===== src/rtl/cv32e40p_register_file_sb.sv =====
// Flip-flop register file with configurable read ports, optional FP bank,
// write-to-read bypass and a per-register busy scoreboard for port-B writebacks.
module cv32e40p_register_file_sb #(
  parameter int ADDR_WIDTH = 6,
  parameter int DATA_WIDTH = 32,
  parameter int FPU        = 0,
  parameter int ZFINX      = 0,
  parameter int NUM_RPORTS = 3,
  parameter int BYPASS     = 1
) (
  input  logic                                              clk,
  input  logic                                              rst_n,
  input  logic [NUM_RPORTS*ADDR_WIDTH-1:0]                  raddr_i,
  output logic [NUM_RPORTS*DATA_WIDTH-1:0]                  rdata_o,
  output logic [NUM_RPORTS-1:0]                             rbusy_o,
  input  logic [ADDR_WIDTH-1:0]                             waddr_a_i,
  input  logic [DATA_WIDTH-1:0]                             wdata_a_i,
  input  logic                                              we_a_i,
  input  logic [ADDR_WIDTH-1:0]                             waddr_b_i,
  input  logic [DATA_WIDTH-1:0]                             wdata_b_i,
  input  logic                                              we_b_i,
  input  logic                                              sb_set_i,
  input  logic [ADDR_WIDTH-1:0]                             sb_addr_i,
  input  logic                                              sb_flush_i,
  output logic [$clog2(((FPU == 1) && (ZFINX == 0)) ? 64 : 32):0] busy_cnt_o
);

  localparam bit HAS_FP        = (FPU == 1) && (ZFINX == 0);
  localparam int NUM_TOT_WORDS = HAS_FP ? 64 : 32;
  localparam int IDX_W         = $clog2(NUM_TOT_WORDS);
  localparam int CNT_W         = IDX_W + 1;

  // True for an address that maps to a real, writable register:
  // excludes integer x0 and the FP range when there is no FP bank.
  function automatic logic addr_ok(input logic [ADDR_WIDTH-1:0] a);
    return (HAS_FP || !a[5]) && !(!a[5] && (a[4:0] == 5'd0));
  endfunction

  logic [DATA_WIDTH-1:0]    mem [NUM_TOT_WORDS];
  logic [NUM_TOT_WORDS-1:0] busy_q;
  logic [NUM_TOT_WORDS-1:0] busy_d;
  logic [CNT_W-1:0]         cnt_q;
  logic [CNT_W-1:0]         cnt_d;

  logic wa_ok;
  logic wb_ok;
  logic set_ok;
  logic [IDX_W-1:0] widx_a;
  logic [IDX_W-1:0] widx_b;
  logic [IDX_W-1:0] sidx;

  assign wa_ok  = we_a_i && addr_ok(waddr_a_i);
  assign wb_ok  = we_b_i && addr_ok(waddr_b_i);
  assign set_ok = sb_set_i && addr_ok(sb_addr_i);
  assign widx_a = waddr_a_i[IDX_W-1:0];
  assign widx_b = waddr_b_i[IDX_W-1:0];
  assign sidx   = sb_addr_i[IDX_W-1:0];

  // Port B is written last so it wins a same-address collision with port A.
  always_ff @(posedge clk or negedge rst_n) begin
    if (!rst_n) begin
      for (int i = 0; i < NUM_TOT_WORDS; i++) mem[i] <= '0;
    end else begin
      if (wa_ok) mem[widx_a] <= wdata_a_i;
      if (wb_ok) mem[widx_b] <= wdata_b_i;
    end
  end

  // A new issue overrides a same-cycle writeback; a flush overrides both.
  always_comb begin
    busy_d = busy_q;
    if (wb_ok)      busy_d[widx_b] = 1'b0;
    if (set_ok)     busy_d[sidx]   = 1'b1;
    if (sb_flush_i) busy_d         = '0;
    cnt_d = '0;
    for (int i = 0; i < NUM_TOT_WORDS; i++) cnt_d = cnt_d + CNT_W'(busy_d[i]);
  end

  always_ff @(posedge clk or negedge rst_n) begin
    if (!rst_n) begin
      busy_q <= '0;
      cnt_q  <= '0;
    end else begin
      busy_q <= busy_d;
      cnt_q  <= cnt_d;
    end
  end

  assign busy_cnt_o = cnt_q;

  for (genvar p = 0; p < NUM_RPORTS; p++) begin : g_rport
    logic [ADDR_WIDTH-1:0] ra;
    logic [DATA_WIDTH-1:0] rd;
    logic                  rb;

    assign ra = raddr_i[p*ADDR_WIDTH +: ADDR_WIDTH];

    always_comb begin
      rd = '0;
      rb = 1'b0;
      if (addr_ok(ra)) begin
        rd = mem[ra[IDX_W-1:0]];
        rb = busy_q[ra[IDX_W-1:0]];
      end
      if (BYPASS != 0) begin
        if (wb_ok && (waddr_b_i == ra)) begin
          rd = wdata_b_i;
          rb = 1'b0;
        end else if (wa_ok && (waddr_a_i == ra)) begin
          rd = wdata_a_i;
        end
      end
    end

    assign rdata_o[p*DATA_WIDTH +: DATA_WIDTH] = rd;
    assign rbusy_o[p] = rb;
  end

endmodule


===== config.mk =====
export PLATFORM = sky130hd
export DESIGN_NAME = cv32e40p_register_file_sb
export DESIGN_NICKNAME = d
export VERILOG_FILES = /design/src/rtl/cv32e40p_register_file_sb.sv
export SDC_FILE = /design/constraint.sdc
export NUM_CORES = 2
export LEC_CHECK = 0
export CAP_MARGIN = 5
export CORE_ASPECT_RATIO = 0.8
export CORE_MARGIN = 10
export CORE_UTILIZATION = 30
export DETAILED_ROUTE_END_ITERATION = 12
export SYNTH_ARGS = -nofsm -noshare
export SYNTH_HDL_FRONTEND = slang
export SYNTH_SLANG_ARGS = --single-unit

===== constraint.sdc =====
create_clock -name clk -period 4.5 [get_ports clk]
set_input_delay 0.675 -clock clk [delete_from_list [all_inputs] [get_ports clk]]
set_output_delay 0.675 -clock clk [all_outputs]
set_load 0.005 [all_outputs]

======== After elaboration in Yosys (flattened, before gate mapping) ========
Index checks and enable logic that the tools add are counted.
cells by class
  magnitude comparators ................... 14
  mux-type cells .......................... 45
  bitwise operators ....................... 8
  equal/unequal tests ..................... 6
  $add $sub $neg .......................... 31
  reductions and logical operators ........ 43
operators by type and width
  operator                                              count
  bitwise mux 1024 bit                                  2
  two-way mux 1024 bit                                  2
  two-way mux 32 bit                                    20
  binary-select mux 32 bit (select 5 bit)               3
  demux 32 bit (select 5 bit)                           2
  adder 6 x 1 -> 6 bit                                  26
  equality test 6 bit                                   6
  bitwise AND 32 bit                                    1
  inverter 32 bit                                       1
  bitwise OR 32 bit                                     1
  >= comparator 6 bit (second input constant)           5
  zero test 5 bit                                       6
  < comparator 5 x 6 -> 1 bit (second input constant)   5
  inverter 5 -> 6 bit                                   5
  logical AND 1 bit                                     25
  binary-select mux 1 bit (select 5 bit)                3
  zero test 1 bit                                       12
  < comparator 6 x 1 -> 1 bit (second input constant)   2
  two-way mux 1 bit                                     11
  demux 1 bit (select 5 bit)                            2
  >= comparator 5 x 1 -> 1 bit (second input constant)  2
  adder 5 x 1 -> 6 bit                                  1
  adder 4 x 1 -> 5 bit                                  1
  adder 3 x 1 -> 4 bit                                  1
  other kinds (2)                                       2
storage, ports and cells
  logic and storage cells ................. 181
  bits in registers ....................... 1062

======== Longest topological paths before layout ========
  depth in word-level cells ............... 41
  depth in mapped cells ................... 24
  depth with buffers taken out ............ 22

======== Least setup slack after synthesis ========
OpenSTA, ideal clock, no wires.
  kind .................................... input -> register
  start ................................... input port waddr_b_i[5]
  end ..................................... register cnt_q[4] (netlist: busy_cnt_o[4])
  data required time ...................... 4420 ps
  arrival time ............................ 6034 ps
  cell stages on the path ................. 21
  path slack .............................. -1614 ps
  cell sequence ........................... clkbuf_1 > nor3b_1 > and3_1 > clkbuf_1 > nand2b_1 > a21oi_1 > fa_1 > inv_1 > fa_1 > inv_1 > fa_1 > inv_1 > fa_1 > fa_1 > fa_1 > inv_1 > ha_1 > fa_1 > a21o_1 > a21oi_1 > xnor2_1
between the ends
  elaborated cells on any way between the ends .. 40
  classes of those cells .................. 31 x add/sub; 3 x mux; 1 x bitwise; 5 x reduce/logical
RTL lines
  item                                    line  source
  start, declared                         19    input logic [ADDR_WIDTH-1:0] waddr_b_i,
  zero test 1 bit (*)                     36    return (HAS_FP || !a[5]) && !(!a[5] && (a[4:0] == 5'd0));
  logical AND 1 bit                       36
  zero test 1 bit                         36
  logical AND 1 bit (*)                   36
  logical AND 1 bit (*)                   53    assign wb_ok = we_b_i && addr_ok(waddr_b_i);
  two-way mux 32 bit (*)                  72    if (wb_ok) busy_d[widx_b] = 1'b0;
  bitwise OR 32 bit (no source line)      -
  two-way mux 32 bit (*)                  73    if (set_ok) busy_d[sidx] = 1'b1;
  two-way mux 32 bit (*)                  74    if (sb_flush_i) busy_d = '0;
  via busy_d[27]                          41    logic [NUM_TOT_WORDS-1:0] busy_d;
  adder 6 x 1 -> 6 bit (*) (5 in series)  76    for (int i = 0; i < NUM_TOT_WORDS; i++) cnt_d = cnt_d + CNT_W'(busy_d[i]);
  via cnt_d[4]                            43    logic [CNT_W-1:0] cnt_d;
  end signal, assigned                    85    cnt_q <= cnt_d;
  end, declared                           42    logic [CNT_W-1:0] cnt_q;
The timed path passes the listed nets; every way through them passes the cells marked *.

======== Worst setup path in the final report ========
  start ................................... input port waddr_b_i[5]
  end ..................................... register cnt_q[4] (netlist: busy_cnt_o[4])
between the ends
  longest elaborated chain between the ends .. 40
RTL lines
  item                                 line
  zero test 1 bit (*)                  36
  logical AND 1 bit                    36
  zero test 1 bit                      36
  logical AND 1 bit (*)                36
  logical AND 1 bit (*)                53
  two-way mux 32 bit (*)               72
  bitwise OR 32 bit (no source line)   -
  two-way mux 32 bit (*)               73
  two-way mux 32 bit (*)               74
  adder 1 x 1 -> 2 bit                 76
  adder 2 x 1 -> 3 bit                 76
  adder 3 x 1 -> 4 bit                 76
  adder 4 x 1 -> 5 bit                 76
  adder 5 x 1 -> 6 bit                 76
  adder 6 x 1 -> 6 bit (25 in series)  76
  adder 6 x 1 -> 6 bit (*)             76
  via cnt_d[4]                         43
Marked as above.

==> results.py <==
metrics = {
    "sta": {
        "relSlewSlack_pct": 14.9,
        "worst_slew_pin_slew_ps": 1280,
        "setup_violations": 5,
        "drv_slew": 0,
        "fin_tns_setup_ps": -2800,
        "max_freq_ghz": 0.194,
        "skew_ps": 11.7,
        "setup_slack_ps": -668,
        "fin_crit_sh_pct": 115,
        "fin_crit_ps": 5170,
        "rsz0062_at_grt": "true",
        "hold_viol": 0,
    },
    "global_routing": {
        "grt.total_usage_pct": 24.5,
        "grt_pass1_vias": 62931,
        "grt_start_max_net_pins": 112,
        "grt_overflow_total": 0,
        "grt_pass1_wl_mm": 492,
        "antenna_found_initial": 22,
    },
    "die": {
        "rows": 166,
        "die_area_um2": 277000,
        "io_pins": 211,
        "core_area_um2": 255000,
        "die_h_um": 473,
        "initial_utilization_pct": 30.1,
        "die_w_um": 586,
    },
    "power": {
        "p_leak_nw": 38.6,
        "internal-power_mw": 23.7,
        "p_clk_share_pct": 28.9,
        "switching_share_pct": 32.1,
        "peakVddDrop_mv": 0.292,
        "p_switching_mw": 11.2,
        "p_comb_share_pct": 30.6,
        "seq_power_share_pct": 40.5,
        "power_density_nw_per_um2": 388,
    },
    "status": {
        "failed_checks": "setup timing",
        "status": "complete, but fails checks",
    },
    "critical_path": {
        "path_common_cell": "fa_1",
        "crit_fanout": 4,
        "crit_type": "primary input to flop",
        "path_cells": "buf_8 -> nand3b_1 -> nor3b_2 -> buf_4 -> nand2_4 -> nand2_2 -> a21o_1 -> fa_1 -> fa_1 -> inv_2 -> fa_1 -> inv_1 -> fa_1 -> fa_1 -> fa_1 -> inv_2 -> ha_4 -> fa_2 -> a21o_1 -> a21oi_2 -> xnor2_1",
        "critPathLaunchType": "primary input",
        "cpPeakStageDelay_ps": 540,
        "critPathRequiredTime_ps": 5180,
        "cp.arrival_ps": 5850,
        "critPathCaptureType": "flop",
        "cp_slowest_cell": "fa_1",
    },
    "synthesis": {
        "synthArstFlopShare_pct": 100,
        "synth_top_area_cell": "dfrtp_1",
        "synthCells": 6966,
        "syn-num-nets": 7103,
        "synthFlopType": "dfrtp_1",
        "postSynthAreaPerCell_um2": 11.0,
        "synth.lib_cells_used.distinct": 50,
        "yosys-top-cells-count": "mux2i_1, dfrtp_1, mux4_2",
        "synthTopCellsByArea": "dfrtp_1, mux4_2, mux2i_1, a21oi_1, nor2_1",
        "synth.most_common_cell": "mux2i_1",
        "synth_edf_count": 0,
        "syn_area_um2": 76800,
        "synth_seq_cells": 1062,
        "yosysTopAreaCellShare_pct": 34.6,
        "yosysWarnings": 0,
        "ys_seq_area_share_pct": 34.6,
    },
    "layout": {
        "syn_to_final_growth_pct": 16.8,
        "multi_input_area_um2": 46900,
        "drive_gt1_share_pct": 26.8,
        "fin_cells": 10396,
        "register_area_um2": 26600,
        "final_nets": 7075,
        "fillers": 24679,
    },
    "clocking": {
        "cts_inserted_buffers": 108,
        "clock_path_buffers": 3,
        "clockRootBuffer": "clkbuf_16",
        "cts_tree": "built",
        "cts_sinks": 1062,
        "clk-insertion-delay-late_ps": 760,
        "htree_levels": 3,
        "cts.clk_slew.worst_paths_ps": 70,
    },
    "route": {
        "first_iter_violations": 9791,
        "first_pass_iters": 8,
        "drc_errors": 0,
        "drt_wl_total_mm": 352,
        "wire_per_inst_um": 33.9,
        "detail-route-antenna-nets": 0,
        "num_vias": 65205,
        "vias_per_cell": 6.27,
    },
    "place": {
        "port_buffers": 210,
        "gp_congestion": 0.905,
        "dp_cells": 10166,
        "dp_hpwl_mm": 214,
    },
    "hold_path": {
        "worstHoldPathType": "flop to flop",
    },
    "flow_run": {
        "cap_violations": 0,
    },
}
[logic make-up (layout without fill, tap and decap cells)]
group / after synthesis / in the layout / share of synthesized area (%)
mux: 2067 / 2067 / 42.0
fa+ha+maj: 31 / 31 / 0.739
simple gates: 1548 / 1548 / 8.19
buf+inv: 979 / 1039 / 5.18
other cells: 0 / 10 / 0
flops: 1062 / 1062 / 34.6
compound gates: 1241 / 1241 / 8.82
xor+xnor: 38 / 38 / 0.433
[sequential cells by signal (all words and copies together) (netlist names)]
name        cells
busy_q         32
busy_cnt_o      6
mem          1024
[stage by stage]
| stage | area [um^2] | setup WS [ps] | hold slack [ps] | utilization, % | power, mW |
|---|---|---|---|---|---|
| 2_1_floorplan | 76900 | -1280 | 379 | - | 20.9 |
| 3_3_place_gp | 85500 | -1880 | 393 | 33.5 | 24.1 |
| 3_5_place_dp | 85500 | -1890 | 402 | 33.5 | 24.6 |
| 4_1_cts | 89500 | -825 | 417 | 35.1 | 34.6 |
| 5_1_grt | 89700 | -868 | 430 | 35.1 | 36.2 |
| 6_report | 89700 | -668 | 419 | 35.1 | 34.8 |
[path summary, 6_finish.rpt]
path / cells past startpoint / end / from / slack (ps)
max reg2reg: 17 / busy_cnt_o[4] / busy_q[23] / -400
min in group asynchronous: 2 / mem[23] / rst_n / 490
min reg2reg: 0 / mem[1005] / mem[1005] / 420
max in group asynchronous: 4 / mem[485] / rst_n / 2640
max: 21 / busy_cnt_o[4] / waddr_b_i[5] / -670
min: 0 / mem[1005] / mem[1005] / 420
[per-layer routing]
layer | up-vias | GRT usage [%] | part of all wire, %
li1 | 25876 | - | -
met4 | 23 | 13.1 | 6.8
met2 | 5345 | 34.7 | 41
met1 | 32668 | 30.4 | 35
met3 | 1293 | 12.1 | 16
met5 | - | 1.05 | 0.16
[critical path: cells and delay by family]
family,cells,cell delay (ps)
AOI/OAI and AO/OA,3,460
xor gates and xnor gates,1,140
adders and majority gates,8,3500
buffers and inverters,5,400
and+or+nand+nor,4,660
[power groups by stage]
stage / Combinational [mW] / Clock [mW] / Sequential [mW]
global placement: 10.2 / 0 / 13.9
CTS: 10.5 / 10.1 / 14.0
finish: 10.7 / 10.1 / 14.1
floorplan: 7.54 / 0 / 13.4
global route: 11.3 / 10.5 / 14.4
detailed placement: 10.5 / 0 / 14.2
[timing repair]
item	CTS	global route
hold buffers	1	0
setup endpoints to repair	14	14
gates resized for setup	66	33
pin swaps	28	29
endpoints found under the hold margin	40	0
buffers inserted	12	11
[layout make-up]
class                   instances  area share, %
diodes                         10         0.0279
clock buffers                 147           3.46
clock inverters                51          0.753
inverters                      58          0.243
multi-input cells            4925           52.3
flip-flops and latches       1062           29.6
well taps                    3360           4.69
repair buffers                783           8.86
[cell usage in the layout, fill, tap and decap left out, types with 119 or more instances in the layout]
cell type        count
dfrtp_1           1062
buf_12             119
clkdlybuf4s50_1    180
nor2_1             823
mux2i_1           1083
buf_4              447
a21oi_1            715
nand2_1            439
o21ai_0            258
mux4_2             921
a31oi_1            130
Note: power is estimated with default switching activity, not from simulation.
